**src/rtl/bcd_operand_entry_pkg.sv**
```systemverilog
// Shared key codes, FSM states and OP encoding for the BCD operand entry front end.
package bcd_operand_entry_pkg;
  localparam int KEY_PLUS      = 10;
  localparam int KEY_MINUS     = 11;
  localparam int KEY_NEG       = 12;
  localparam int KEY_EQUALS    = 13;
  localparam int KEY_CLEAR     = 14;
  localparam int KEY_BACKSPACE = 15;

  localparam logic OP_ADD = 1'b0;
  localparam logic OP_SUB = 1'b1;

  typedef enum logic [1:0] {ENTER_A, ENTER_B, ISSUE, HOLD} state_e;
endpackage

```
**src/rtl/bcd_operand_entry_digit_shifter.sv**
```systemverilog
// Packed-BCD operand register with digit count: shift-in, backspace and clear.
module bcd_digit_shifter #(
  parameter int DIGITS = 8
) (
  input  logic                clk,
  input  logic                rst,
  input  logic                clr,
  input  logic                push,
  input  logic                pop,
  input  logic [3:0]          digit,
  output logic [4*DIGITS-1:0] val,
  output logic [3:0]          cnt,
  output logic                full
);
  logic [4*DIGITS-1:0] base_val;
  logic [3:0]          base_cnt;

  // clr+push together restarts the operand with the new digit
  assign base_val = clr ? '0 : val;
  assign base_cnt = clr ? '0 : cnt;
  assign full     = (cnt == 4'(DIGITS));

  always_ff @(posedge clk) begin
    if (rst) begin
      val <= '0;
      cnt <= '0;
    end else if (push) begin
      if (base_cnt != 4'd0 || digit != 4'd0) begin
        val <= {base_val[4*DIGITS-5:0], digit};
        cnt <= base_cnt + 4'd1;
      end else begin
        val <= base_val;
        cnt <= base_cnt;
      end
    end else if (pop) begin
      if (cnt != 4'd0) begin
        val <= val >> 4;
        cnt <= cnt - 4'd1;
      end
    end else if (clr) begin
      val <= '0;
      cnt <= '0;
    end
  end
endmodule

```
**src/rtl/bcd_operand_entry.sv**
```systemverilog
// Keypad front end assembling sign-magnitude BCD operands A/B and OP for the BCD ALU.
// Optional issue timeout enabled by defining BCD_ENTRY_TIMEOUT_EN.
module bcd_operand_entry
  import bcd_operand_entry_pkg::*;
#(
  parameter int DIGITS  = 8,
  parameter int KEY_W   = 4
`ifdef BCD_ENTRY_TIMEOUT_EN
  ,
  parameter int TIMEOUT = 1024
`endif
) (
  input  logic                clk,
  input  logic                rst,
  input  logic                key_valid,
  input  logic [KEY_W-1:0]    key_code,
  output logic                key_ready,
  output logic [4*DIGITS-1:0] A,
  output logic                S_a,
  output logic [4*DIGITS-1:0] B,
  output logic                S_b,
  output logic                OP,
  output logic                op_valid,
  input  logic                op_ready,
  output logic [3:0]          digit_count,
  output logic                err
);
  state_e      state;
  logic [31:0] kc;
  logic        key_acc;
  logic        k_dig, k_plus, k_minus, k_neg, k_eq, k_clr, k_bs, k_bad;
  logic        a_push, a_pop, a_clr, a_full;
  logic        b_push, b_pop, b_clr, b_full;
  logic [3:0]  a_cnt, b_cnt;
  logic        rej;

  assign kc      = 32'(key_code);
  assign key_acc = key_valid & key_ready;
  assign k_dig   = key_acc & (kc <= 32'd9);
  assign k_plus  = key_acc & (kc == 32'(KEY_PLUS));
  assign k_minus = key_acc & (kc == 32'(KEY_MINUS));
  assign k_neg   = key_acc & (kc == 32'(KEY_NEG));
  assign k_eq    = key_acc & (kc == 32'(KEY_EQUALS));
  assign k_clr   = key_acc & (kc == 32'(KEY_CLEAR));
  assign k_bs    = key_acc & (kc == 32'(KEY_BACKSPACE));
  assign k_bad   = key_acc & (kc > 32'(KEY_BACKSPACE));

  // a digit in HOLD starts a fresh operation with that digit as A
  assign a_clr  = k_clr | (state == HOLD & k_dig);
  assign b_clr  = k_clr | (state == HOLD & k_dig) | (state == ENTER_A & (k_plus | k_minus));
  assign a_push = k_dig & ((state == ENTER_A & ~a_full) | state == HOLD);
  assign b_push = k_dig & state == ENTER_B & ~b_full;
  assign a_pop  = k_bs & state == ENTER_A;
  assign b_pop  = k_bs & state == ENTER_B;

  assign rej = (k_dig & ((state == ENTER_A & a_full) | (state == ENTER_B & b_full)))
             | (k_eq & state == ENTER_A)
             | ((k_plus | k_minus) & state == ENTER_B & b_cnt != 4'd0)
             | (key_acc & state == HOLD & ~(k_dig | k_clr))
             | k_bad;

  bcd_digit_shifter #(.DIGITS(DIGITS)) u_a (
    .clk(clk), .rst(rst), .clr(a_clr), .push(a_push), .pop(a_pop),
    .digit(key_code[3:0]), .val(A), .cnt(a_cnt), .full(a_full)
  );

  bcd_digit_shifter #(.DIGITS(DIGITS)) u_b (
    .clk(clk), .rst(rst), .clr(b_clr), .push(b_push), .pop(b_pop),
    .digit(key_code[3:0]), .val(B), .cnt(b_cnt), .full(b_full)
  );

`ifdef BCD_ENTRY_TIMEOUT_EN
  localparam int TCW = $clog2(TIMEOUT + 1);
  logic [TCW-1:0] tcnt;
`endif

  always_ff @(posedge clk) begin
    if (rst) begin
      state <= ENTER_A;
      S_a   <= 1'b0;
      S_b   <= 1'b0;
      OP    <= OP_ADD;
      err   <= 1'b0;
`ifdef BCD_ENTRY_TIMEOUT_EN
      tcnt  <= '0;
`endif
    end else begin
      err <= rej;
      if (k_clr) begin
        state <= ENTER_A;
        S_a   <= 1'b0;
        S_b   <= 1'b0;
        OP    <= OP_ADD;
      end else begin
        case (state)
          ENTER_A: begin
            if (k_neg) S_a <= ~S_a;
            else if (k_plus | k_minus) begin
              OP    <= k_minus ? OP_SUB : OP_ADD;
              S_b   <= 1'b0;
              state <= ENTER_B;
            end
          end
          ENTER_B: begin
            if (k_neg) S_b <= ~S_b;
            else if ((k_plus | k_minus) && b_cnt == 4'd0) OP <= k_minus ? OP_SUB : OP_ADD;
            else if (k_eq) begin
              state <= ISSUE;
`ifdef BCD_ENTRY_TIMEOUT_EN
              tcnt  <= '0;
`endif
            end
          end
          ISSUE: begin
            if (op_ready) state <= HOLD;
`ifdef BCD_ENTRY_TIMEOUT_EN
            else if (tcnt == TCW'(TIMEOUT - 1)) begin
              state <= ENTER_B;
              err   <= 1'b1;
            end else tcnt <= tcnt + TCW'(1);
`endif
          end
          HOLD: begin
            if (k_dig) begin
              state <= ENTER_A;
              S_a   <= 1'b0;
              S_b   <= 1'b0;
              OP    <= OP_ADD;
            end
          end
          default: state <= ENTER_A;
        endcase
      end
    end
  end

  assign key_ready   = (state != ISSUE);
  assign op_valid    = (state == ISSUE);
  assign digit_count = (state == ENTER_A) ? a_cnt : b_cnt;
endmodule

```
**config.mk**
```make
export PLATFORM = sky130hd
export DESIGN_NAME = bcd_operand_entry
export DESIGN_NICKNAME = d
export VERILOG_FILES = /design/src/rtl/bcd_operand_entry_pkg.sv /design/src/rtl/bcd_operand_entry_digit_shifter.sv /design/src/rtl/bcd_operand_entry.sv
export SDC_FILE = /design/constraint.sdc
export NUM_CORES = 1
export LEC_CHECK = 0
export CAP_MARGIN = 5
export CORE_AREA = 2 2 107 109
export CTS_CLUSTER_DIAMETER = 40
export CTS_CLUSTER_SIZE = 40
export DETAILED_ROUTE_END_ITERATION = 7
export DIE_AREA = 0 0 109 111
export DONT_BUFFER_PORTS = 1
export PLACE_DENSITY_LB_ADDON = 0.15
export SYNTH_ARGS = -nofsm -noshare
export SYNTH_HDL_FRONTEND = slang
export SYNTH_SLANG_ARGS = --single-unit
```
**constraint.sdc**
```tcl
create_clock -name clk -period 4 [get_ports clk]
set_clock_uncertainty 0.2 [all_clocks]
set_input_delay 1.2 -clock clk [delete_from_list [all_inputs] [get_ports clk]]
set_output_delay 1.2 -clock clk [all_outputs]
set_load 0.05 [all_outputs]
```
# Yosys cells after proc, flatten, opt, wreduce, memory -nomap -nowiden
# Cells that the tools add are included.
[word_totals] elab_cells=138 register_bits=78 out_inout_bits=74 inputBits=8
[classes] order_cmp=2 reduce_logical=17 n_mux=42 n_addsub=4 bitwise=40 n_eq_ne=24
[ops] op="32-bit two-way mux" n=10
[ops] op="4-bit two-way mux" n=11
[ops] op="4-bit equality test (second input constant)" n=8
[ops] op="1-bit AND" n=25
[ops] op="4-bit nonzero test" n=5
[ops] op="2-bit inequality test (second input constant)" n=9
[ops] op="2-bit two-way mux" n=7
[ops] op="1-bit two-way mux" n=10
[ops] op="1-bit bitwise OR" n=10
[ops] op="4-bit by 1-bit adder with 4-bit output (second input constant)" n=2
[ops] op="2-bit case mux with 4 select lines" n=1
[ops] op="4-bit by 1-bit subtractor with 4-bit output (second input constant)" n=2
[ops] op="7-bit AND reduction" n=1
[ops] op="3-bit by 2-bit inequality test with 1-bit output (second input constant)" n=2
[ops] op="1-bit case mux with 3 select lines" n=2
[ops] op="6-bit AND reduction" n=1
[ops] op="1-bit NOT" n=5
[ops] op="5-bit AND reduction" n=1
[ops] op="2-bit equality test (second input constant)" n=2
[ops] op="4-bit > comparator (second input constant)" n=1
[ops] op="4-bit <= comparator (second input constant)" n=1
[ops] op="4-bit logical NOT" n=1
[ops] op="2-bit by 1-bit inequality test with 1-bit output (second input constant)" n=2
[ops] op="3-bit AND reduction" n=1
[ops] op="8 further kinds" n=9

# Logic depth before layout (Yosys ltp)
# Gate-level depths: netlist of the first run.
[depth] ltp_word=11 depth_mapped=15 depth_no_buf=12

# By module
# From an unflattened synthesis of the first run, not the netlist that was laid out.
[hier_totals] cells_unflattened=788 hier_area_um2=5985.7
[modules_own_cells] mod="bcd_digit_shifter" instances=2 seq_area_each_um2=720.7 area_per_inst_um2=2660.1 cells_per_inst=354
[modules_own_cells] mod="bcd_operand_entry" instances=1 seq_area_each_um2=120.1 area_per_inst_um2=665.6 cells_per_inst=80

# Least setup slack after synthesis of the first run
# No wires, ideal clock.
[synth_path] path_type="input to register" start="input key_code[2]" end="register u_a.val[24]" setup_time_ps=122 required_time_ps=3678 path_buffers=4 t_arrival_ps=3417 slack_ps=262 path_stages=14 cell_sequence="buf_4 and4b_4 and3_1 buf_6 nor2_1 nand2_1 ha_1 nand2_1 o21a_4 nor4_4 o21a_1 buf_2 buf_6 a221o_1"
[synth_between] elab_chain_cells=9 elab_cells_between_ends=19 classes_between="1 x order compare; 3 x eq/ne; 5 x mux; 7 x bitwise; 3 x reduce/logical"
[synth_lines] item="start: declaration" line_no="bcd_operand_entry.sv:16" rtl="input logic [KEY_W-1:0] key_code,"
[synth_lines] item="4-bit <= comparator" line_no="bcd_operand_entry.sv:39" rtl="assign k_dig = key_acc & (kc <= 32'd9);"
[synth_lines] item="1-bit AND" line_no="bcd_operand_entry.sv:39"
[synth_lines] item="1-bit AND" line_no="bcd_operand_entry.sv:49" rtl="assign a_clr = k_clr | (state == HOLD & k_dig);"
[synth_lines] item="1-bit bitwise OR" line_no="bcd_operand_entry.sv:49"
[synth_lines] item="4-bit two-way mux"
[synth_lines] item="4-bit nonzero test" line_no="bcd_operand_entry_digit_shifter.sv:28" rtl="if (base_cnt != 4'd0 || digit != 4'd0) begin"
[synth_lines] item="1-bit logical OR" line_no="bcd_operand_entry_digit_shifter.sv:28"
[synth_lines] item="32-bit two-way mux" line_no="bcd_operand_entry_digit_shifter.sv:28"
[synth_lines] item="32-bit two-way mux" line_no="bcd_operand_entry_digit_shifter.sv:27" rtl="end else if (push) begin"
[synth_lines] item="end signal: assignment" line_no="bcd_operand_entry_digit_shifter.sv:29" rtl="val <= {base_val[4*DIGITS-5:0], digit};"
[synth_lines] item="end signal: assignment" line_no="bcd_operand_entry_digit_shifter.sv:32" rtl="val <= base_val;"
[synth_lines] item="end signal: assignment" line_no="bcd_operand_entry_digit_shifter.sv:37" rtl="val <= val >> 4;"
[synth_lines] item="end: declaration" line_no="bcd_operand_entry_digit_shifter.sv:11" rtl="output logic [4*DIGITS-1:0] val,"
# Parallel ways exist; a longest one is shown, timed or not.
# A chain may end at the register's enable or synchronous reset.

# Worst setup path in the final report of the first run
[layout_path] start="register state[0]" end="output digit_count[3]"
[layout_between] elab_chain_cells=2
[layout_lines] item="start: declaration" line_no="bcd_operand_entry.sv:28" rtl="state_e state;"
[layout_lines] item="start signal: assignment" line_no="bcd_operand_entry.sv:79" rtl="state <= ENTER_A;"
[layout_lines] item="start signal: assignment" line_no="bcd_operand_entry.sv:90" rtl="state <= ENTER_A;"
[layout_lines] item="start signal: assignment" line_no="bcd_operand_entry.sv:101" rtl="state <= ENTER_B;"
[layout_lines] item="2-bit logical NOT" line_no="bcd_operand_entry.sv:139" rtl="assign digit_count = (state == ENTER_A) ? a_cnt : b_cnt;"
[layout_lines] item="4-bit two-way mux" line_no="bcd_operand_entry.sv:139"
[layout_lines] item="end: declaration" line_no="bcd_operand_entry.sv:25" rtl="output logic [3:0] digit_count,"
# Every way passes these cells.

==> metrics.sh, run 1 <==
SYNTH_MUX_AREA_SHARE_PCT=1.22
KIND_OF_START_POINT_OF_THE_CRITICAL_PATH='flop'
LAYOUT.FILLER_CELLS=1060
DETAILROUTE.VIA_COUNT=3964
NETLIST.AREA_LEADER.SHARE_PCT=36.3
CLKTRANSATPATHREGS_NS=0.07
CP-STARTPOINT='state[0]'
AREA_GROWTH_SYN_TO_LAYOUT_PCT=9.22
CRIT_BUF_INV=1
MAPPEDNETLISTAREA_UM2=4300
TIMING_MAX_TRANSITION_VIOLATIONS_FINAL=0
MAX_CAP_VIOLATIONS=0
TIMING.HOLD.WORST.START='state[0]'
ANTENNA_VIOL_NETS_FINAL=0
SHARE_OF_CELLS_ABOVE_DRIVE_STRENGTH_1_PCT=10.2
ROUTE.FINAL.WIRE_LENGTH_UM=12400
CP_SLOWEST_CELL='sky130_fd_sc_hd__ha_1'
ANTENNA_VIOLATIONS_BEFORE_REPAIR=0
SYNTH_COMPOUND_AREA_SHARE_PCT=28.8
SYNTH.YOSYS.SEQ_AREA_SHARE_PCT=36.3
NUMBER_OF_SETUP_BUFFERS_ADDED_AFTER_CTS=0
TIGHTESTPINTRANSITION_NS=0.701
FINAL_CELL_MIX='78 x sky130_fd_sc_hd__dfxtp_1, 46 x sky130_fd_sc_hd__nand3_1, 44 x sky130_fd_sc_hd__nand2_1, 35 x sky130_fd_sc_hd__nor2_1, 26 x sky130_fd_sc_hd__a221o_1'
RSZ_0062_RAISED_AFTER_GLOBAL_ROUTING='no'
DIE_AREA_UM2=12100
SYNTHXORXNORAREAFRAC_PCT=0.407
POST_SYNTH_AND_OR_NAND_NOR_AREA_FRACTION_PCT=24.2
FINAL_AREA_UM2=4700
SYNTH_CELL_TYPE_COUNT=66
WORST_PATH_DOMINANT_CELL_FAMILY='adder cells'
WORST_ENDPOINT_DATA_ARRIVAL_TIME_NS=1.85
PLACE_CONGESTION=0.838
PATH_CLASS='flop to output port'
TOTAL_POWER_uW=2280
DIE_WIDTH_UM=109
SYNTH.TOP_CELLS.BY_AREA='sky130_fd_sc_hd__dfxtp_1 36%, sky130_fd_sc_hd__a221o_1 6.0%, sky130_fd_sc_hd__nand3_1 5.3%, sky130_fd_sc_hd__a22oi_1 4.0%, sky130_fd_sc_hd__nand2_1 3.8%'
REPORT.FINAL.SETUP_VIOL=0
MIN_PERIOD_OVER_PERIOD_PCT=81.3
DIE_Y_UM=111
DETAILEDROUTE.FIRSTPASSITERATIONCOUNT=5
STATUS='finished, final reports clean'
FINAL_CRITICAL_DELAY_INCLUDING_SETUP_AND_EXTERNAL_DELAYS_NS=3.25
BOUNDARYPINS=82
CRITICAL_PATH_PEAK_FANOUT=17
CRITICAL_PATH.MAX_STAGE_DELAY_NS=0.54
PLACE_AREA_UM2=4420
SYNTH-ASYNC-RESET-RATIO_PCT=0
SYNTH_TOP_FLOP_CELL='sky130_fd_sc_hd__dfxtp_1'
R2R-START='state[0]'
RELSLEWSLACK_PCT=53.2
DR.FIRST_ITER.DRC_COUNT=359
SYN-MEAN-INSTANCE-AREA_UM2=8.49
WORST_SKEW_PAIR.LATE_LATENCY_NS=0.34
AVGVIACOUNTPERCELL=6.17
NUM-NETS-FINAL=512
MULTIINPUTGATEAREA_UM2=2500
NUM_ROWS=39
SYNTHESIS.NETS=525
GRT.MET1_USAGE_PCT=29.0
GRT_MAX_DEGREE=41
GLOBALROUTEMET3UTIL_PCT=6.29
GRT.OVERFLOW.TOTAL=0
GROUTE.USAGE.OVERALL_PCT=20.8
POSTSYNTHREGISTERBITS=78
PATH_CELLS='inv_1, ha_1, mux2_2'
POST_SYNTH_INST_COUNT=507
CTS.HOLD.BUFFERS_ADDED=0
POWER.DENSITY_nW_PER_UM2=486
TRITONCTS='built'
CP_DATA_REQUIRED_TIME_NS=2.60
TOP_USAGE_LAYER='met2'
SYNTH-WARNING-COUNT=0
REGISTER_AREA_UM2=1560
NUM_CTS_BUFFERS=9
POST_SYNTH_EDFFS=0
GRT_USE_MET2_PCT=30.5
FINALWORSTSETUPSLACK_NS=0.747
TOTAL_LEAKAGE_POWER_uW=0.00163
FIRST_GLOBAL_VIAS=3796
CTS-HTREE-LEVELS=3
HOLD_PATH_CLASS='flop to flop'
ANTENNA_CELLS=0
DETAILEDPLACE.WORSTSLACK_NS=0.439
GRT_PASS1_WL_UM=20300
VDD.IR_DROP.WORST_mV=0.238
POSTCTSRESIZEDCELLS=0
DPL.HPWL_UM=8430
LARGEST_FAMILY_OF_LOGIC_CELLS_BY_SYNTHESIZED_AREA='compound AO/OA/AOI/OAI gates'
START_UTIL_PCT=38.9
NETLIST.TOP_CELL.BY_AREA='sky130_fd_sc_hd__dfxtp_1'
CLK_ROOT_BUFFER_CELL='sky130_fd_sc_hd__clkbuf_16'
FINAL_COMMON_CELL='sky130_fd_sc_hd__dfxtp_1'
END_KIND='output port'
POST-ROUTE-DRC-COUNT=0
CLOCK_SINK_COUNT=78
WIRE_PER_INST_UM=19.3
FMAXACHIEVABLE_MHz=307
POST_SYNTH_FA_HA_MAJ_AREA_FRACTION_PCT=2.91
HOLD_VIOLATIONS=0
BUFFER_PORTS.INSERTED=0
SETUP_TNS_NS=0
FIN_WORST_HOLD_SLACK_NS=0.371
MAX-CLOCK-PATH-BUFFERS=2
CORE-AREA_UM2=11100
## logic make-up (layout without fill, tap and decap cells)
group           Yosys count  count (layout)
xor+xnor                  2               2
buf+inv                  54              46
compound gates          161             161
simple gates            197             197
flops                    78              78
mux                       5               5
fa+ha+maj                10              10
## registers in the layout (all words and copies together) (netlist names)
signal / count
OP: 1
S_a: 1
S_b: 1
err: 1
state: 2
u_a.cnt: 4
u_a.val: 32
u_b.cnt: 4
u_b.val: 32
## worst min-delay path: stages (launching register included)
cell,delay [ns]
sky130_fd_sc_hd__dfxtp_1,0.33
sky130_fd_sc_hd__inv_1,0.10
sky130_fd_sc_hd__a221oi_1,0.09
## worst paths after layout
check,slack [ns],endpoint,cells past startpoint
worst min register to register,0.37,state[0],2
worst max-delay path,0.75,digit_count[3],3
worst max register to register,0.76,u_a.val[26],14
worst min-delay path,0.37,state[0],2
## metrics by stage
step / cells / util [%]
finish: 642 / 42.4
global route: 642 / 42.4
CTS: 642 / 42.4
detailed placement: 626 / 39.9
global placement: 626 / 39.9
floorplan: 507 / -
## cell usage after synthesis, types with 3 or more instances
master	instances
sky130_fd_sc_hd__mux2i_1	3
sky130_fd_sc_hd__a22o_1	8
sky130_fd_sc_hd__clkbuf_1	23
sky130_fd_sc_hd__o2bb2ai_1	4
sky130_fd_sc_hd__a31oi_1	23
sky130_fd_sc_hd__inv_1	12
sky130_fd_sc_hd__ha_1	10
sky130_fd_sc_hd__a21oi_1	15
sky130_fd_sc_hd__o211ai_1	3
sky130_fd_sc_hd__a221o_1	26
sky130_fd_sc_hd__nand3_1	46
sky130_fd_sc_hd__a211oi_1	8
sky130_fd_sc_hd__o22ai_1	3
sky130_fd_sc_hd__a221oi_1	6
sky130_fd_sc_hd__nor2b_1	3
sky130_fd_sc_hd__and3_1	3
sky130_fd_sc_hd__o21ai_0	20
sky130_fd_sc_hd__nand4_1	5
sky130_fd_sc_hd__nor2_1	35
sky130_fd_sc_hd__a311oi_1	3
sky130_fd_sc_hd__nand2_1	44
sky130_fd_sc_hd__a22oi_1	23
sky130_fd_sc_hd__and2_1	25
sky130_fd_sc_hd__buf_6	6
sky130_fd_sc_hd__buf_2	12
sky130_fd_sc_hd__nor3_1	10
sky130_fd_sc_hd__dfxtp_1	78
## area by class of cell
| cell class | instances | area share, % |
|---|---|---|
| flip-flops and latches | 78 | 33.2 |
| clock buffers | 9 | 4.79 |
| well taps | 143 | 3.81 |
| clock inverters | 7 | 1.22 |
| repair buffers | 18 | 2.87 |
| multi-input cells | 375 | 53.1 |
| inverters | 12 | 0.958 |
## power breakdown
group / switching (uW) / total [uW] / internal, uW
logic: 392 / 582 / 191
registers: 101 / 910 / 809
clock network: 361 / 790 / 429
## metal layers
metal	vias to the layer above	share of wire [%]
met3	17	7.5
met2	144	45
li1	1910	-
met5	-	0
met1	1893	46
met4	0	1.7
Power figures use the tool's default switching activity.
==> inputs of run 2 (changes only) <==
==> constraint.sdc (replaced) <==
create_clock -name clk -period 3 [get_ports clk]
set_clock_uncertainty 0.2 [all_clocks]
set_input_delay 0.9 -clock clk [delete_from_list [all_inputs] [get_ports clk]]
set_output_delay 0.9 -clock clk [all_outputs]
set_load 0.05 [all_outputs]
==> metrics.sh, run 2 (same netlist as run 1, synthesis figures left out) <==
STATUS='finished, final reports clean'  # unchanged
FINAL_COMMON_CELL='sky130_fd_sc_hd__dfxtp_1'  # unchanged
CTS.HOLD.BUFFERS_ADDED=0  # unchanged
RR_WORST_DEPTH=13  # was 14
R2R-START='state[0]'  # unchanged
ANTENNA_CELLS=0  # unchanged
WORST_ENDPOINT_DATA_ARRIVAL_TIME_NS=2.86  # was 1.85 ns
ANTENNA_VIOL_NETS_FINAL=0  # unchanged
DR.FIRST_ITER.DRC_COUNT=436  # was 359
RELSLEWSLACK_PCT=53.2  # about the same
ANTENNA_VIOLATIONS_BEFORE_REPAIR=0  # unchanged
MAX_CAP_VIOLATIONS=0  # unchanged
CRITICAL_PATH.MAX_STAGE_DELAY_NS=0.36  # was 0.54 ns
CTS-HTREE-LEVELS=3  # unchanged
POWER.DENSITY_nW_PER_UM2=648  # was 486 nW/um2
PLACE.DETAILED.INSTANCES=648  # was 626
GRT.OVERFLOW.TOTAL=0  # unchanged
START_UTIL_PCT=38.9  # unchanged
ROUTE.FINAL.WIRE_LENGTH_UM=12700  # was 12400 um
CLK_ROOT_BUFFER_CELL='sky130_fd_sc_hd__clkbuf_16'  # unchanged
BOUNDARYPINS=82  # unchanged
CLOCK_SINK_COUNT=78  # unchanged
DIE_WIDTH_UM=109  # unchanged
CORE-AREA_UM2=11100  # unchanged
TIGHTESTPINTRANSITION_NS=0.696  # was 0.701 ns
DETAILEDPLACE.WORSTSLACK_NS=-0.167  # was 0.439 ns
GROUTE.USAGE.OVERALL_PCT=21.1  # was 20.8%
NUM_CTS_BUFFERS=9  # unchanged
GRT_MAX_DEGREE=45  # was 41
CP-STARTPOINT='state[0]'  # unchanged
WORSTREG2REGEND='u_a.val[19]'  # was u_a.val[26]
DETAILROUTE.VIA_COUNT=4125  # was 3964
REG_TOP3='u_a.val x32, u_b.val x32'  # unchanged
FINALWORSTSETUPSLACK_NS=0.165  # was 0.747 ns
CP-ENDPOINT='u_a.val[19]'  # was digit_count[3]
WORST_SKEW_PAIR.LATE_LATENCY_NS=0.35  # was 0.34 ns
TOTAL_LEAKAGE_POWER_uW=0.00177  # was 0.00163 uW
MIN_PERIOD_OVER_PERIOD_PCT=94.5
DPL.HPWL_UM=8570  # was 8430 um
REG2REG_SETUP_SLACK_NS=0.17  # was 0.76 ns
REPORT.FINAL.SETUP_VIOL=0  # unchanged
HOLD_VIOLATIONS=0  # unchanged
AREA_GROWTH_SYN_TO_LAYOUT_PCT=15.6  # was 9.22%
MAX-CLOCK-PATH-BUFFERS=2  # unchanged
FINAL_CRITICAL_DELAY_INCLUDING_SETUP_AND_EXTERNAL_DELAYS_NS=2.83
SHARE_OF_CELLS_ABOVE_DRIVE_STRENGTH_1_PCT=15.5  # was 10.2%
PATH_CELLS='inv_1, ha_2, and3b_1, and2_1, nor2_4, nand2_2, ha_4, nand2_4, o21a_4, nor4_4, o21a_1, buf_12, a221o_1'  # was inv_1, ha_1, mux2_2
CRITICAL_PATH_PEAK_FANOUT=26  # was 17
GRT_PASS1_WL_UM=20400  # was 20300 um
NUM_ROWS=39  # unchanged
DIE_Y_UM=111  # unchanged
CLKTRANSATPATHREGS_NS=0.06  # was 0.07 ns
LAYOUT.FILLER_CELLS=1078  # was 1060
FIRST_GLOBAL_VIAS=3867  # was 3796
NUM-NETS-FINAL=534  # was 512
CP_DATA_REQUIRED_TIME_NS=3.02  # was 2.60 ns
AVGVIACOUNTPERCELL=6.21  # was 6.17
POST-ROUTE-DRC-COUNT=0  # unchanged
PLACE_CONGESTION=0.903  # was 0.838
FINAL_CELL_MIX='78 x sky130_fd_sc_hd__dfxtp_1, 46 x sky130_fd_sc_hd__nand3_1, 41 x sky130_fd_sc_hd__nand2_1, 37 x sky130_fd_sc_hd__buf_4, 33 x sky130_fd_sc_hd__nor2_1'  # was 78 x sky130_fd_sc_hd__dfxtp_1, 46 x sky130_fd_sc_hd__nand3_1, 44 x sky130_fd_sc_hd__nand2_1, 35 x sky130_fd_sc_hd__nor2_1, 26 x sky130_fd_sc_hd__a221o_1
KIND_OF_START_POINT_OF_THE_CRITICAL_PATH='flop'  # unchanged
TIMING_MAX_TRANSITION_VIOLATIONS_FINAL=0  # unchanged
PATH_CLASS='flop to flop'  # was flop to output port
VDD.IR_DROP.WORST_mV=0.386  # was 0.238 mV
FIN_WORST_HOLD_SLACK_NS=0.356  # was 0.371 ns
BUFFER_PORTS.INSERTED=0  # unchanged
FMAXACHIEVABLE_MHz=353
HOLD_PATH_CLASS='flop to flop'  # unchanged
TRITONCTS='built'  # unchanged
END_KIND='flop'  # was output port
WIRE_PER_INST_UM=19.1  # was 19.3 um
RSZ_0062_RAISED_AFTER_GLOBAL_ROUTING='no'  # unchanged
FINAL_CELLS=664  # was 642
DIE_AREA_UM2=12100  # unchanged
DETAILEDROUTE.FIRSTPASSITERATIONCOUNT=5  # unchanged
CP_SLOWEST_CELL='sky130_fd_sc_hd__a221o_1'  # was sky130_fd_sc_hd__ha_1
run 2: cell count changes in the layout (fill, tap and decap cells not counted), sizes merged:
cell and change:
inv -1, bufinv +1, clkinvlp -2, buf +22, clkbuf +1, clkinv +1
run 2: layout make-up:
class	instances	area [um2]	share of cell area [%]
repair buffers	40	338	6.79
clock buffers	10	229	4.60
multi-input cells	375	2550	51.3
inverters	12	45.0	0.906
clock inverters	6	70.1	1.41
well taps	143	179	3.60
flip-flops and latches	78	1560	31.4
run 2: power breakdown:
group	switching (uW)	internal (uW)	total, uW	leakage (uW)
Combinational	554	343	896	0.000996
Sequential	138	1080	1220	0.000629
Clock	457	652	1110	0.000147
Total	1150	2070	3220	0.00177
run 2: per-stage QoR:
stage	setup TNS [ns]	instance area, um2	total power, uW	util [%]
after floorplan	-4.35	4360	1870	-
after global placement	-2.57	4660	2110	42.1
after detailed placement	-3.52	4660	2120	42.1
after CTS	0	4960	3240	44.8
after global routing	0	4970	3390	44.9
final	0	4970	3220	44.9
run 2: routing by layer:
| metal | part of all wire (%) | up-vias | track usage [%] |
|---|---|---|---|
| li1 | - | 1958 | - |
| met1 | 46 | 1996 | 28.8 |
| met4 | 2.2 | 0 | 8.46 |
| met5 | 0 | - | 0 |
| met3 | 6.4 | 24 | 5.64 |
| met2 | 46 | 147 | 31.3 |
run 2: how the worst min path moves through the flow:
stage	slack (ns)	end	cells past startpoint	from
after global routing	0.41	u_a.cnt[0]	1	rst
after global placement	0.35	state[0]	2	state[0]
after floorplan	0.32	state[1]	2	state[1]
after CTS	0.36	state[1]	2	state[1]
final	0.36	state[1]	2	state[1]
after detailed placement	0.36	state[1]	2	state[1]
run 2: critical path, delay by kind of cell, from the launching register on:
kind	cells	cell delay (ns)
AO/OA/AOI/OAI	3	0.71
buffers and inverters	2	0.28
AND/OR/NAND/NOR	6	0.75
flip-flops	1	0.33
adder cells (fa/ha/maj)	2	0.44
run 2: timing repair:
item	in CTS	in global routing
setup endpoints to repair	0	26
buffers inserted	0	0
gates resized for setup	0	2
==> inputs of run 3 (changes only) <==
--- a/config.mk
+++ b/config.mk
@@ -5,6 +5,7 @@
 export SDC_FILE = /design/constraint.sdc
 export NUM_CORES = 1
 export LEC_CHECK = 0
+export ABC_CLOCK_PERIOD_IN_PS = 3000
 export CAP_MARGIN = 5
 export CORE_AREA = 2 2 107 109
 export CTS_CLUSTER_DIAMETER = 40
@@ -12,6 +13,7 @@
 export DETAILED_ROUTE_END_ITERATION = 7
 export DIE_AREA = 0 0 109 111
 export DONT_BUFFER_PORTS = 1
+export GPL_ROUTABILITY_DRIVEN = 0
 export PLACE_DENSITY_LB_ADDON = 0.15
 export SYNTH_ARGS = -nofsm -noshare
 export SYNTH_HDL_FRONTEND = slang
==> results of run 3 <==
No change in the layout: final DEF, timing and power equal those of run 2.
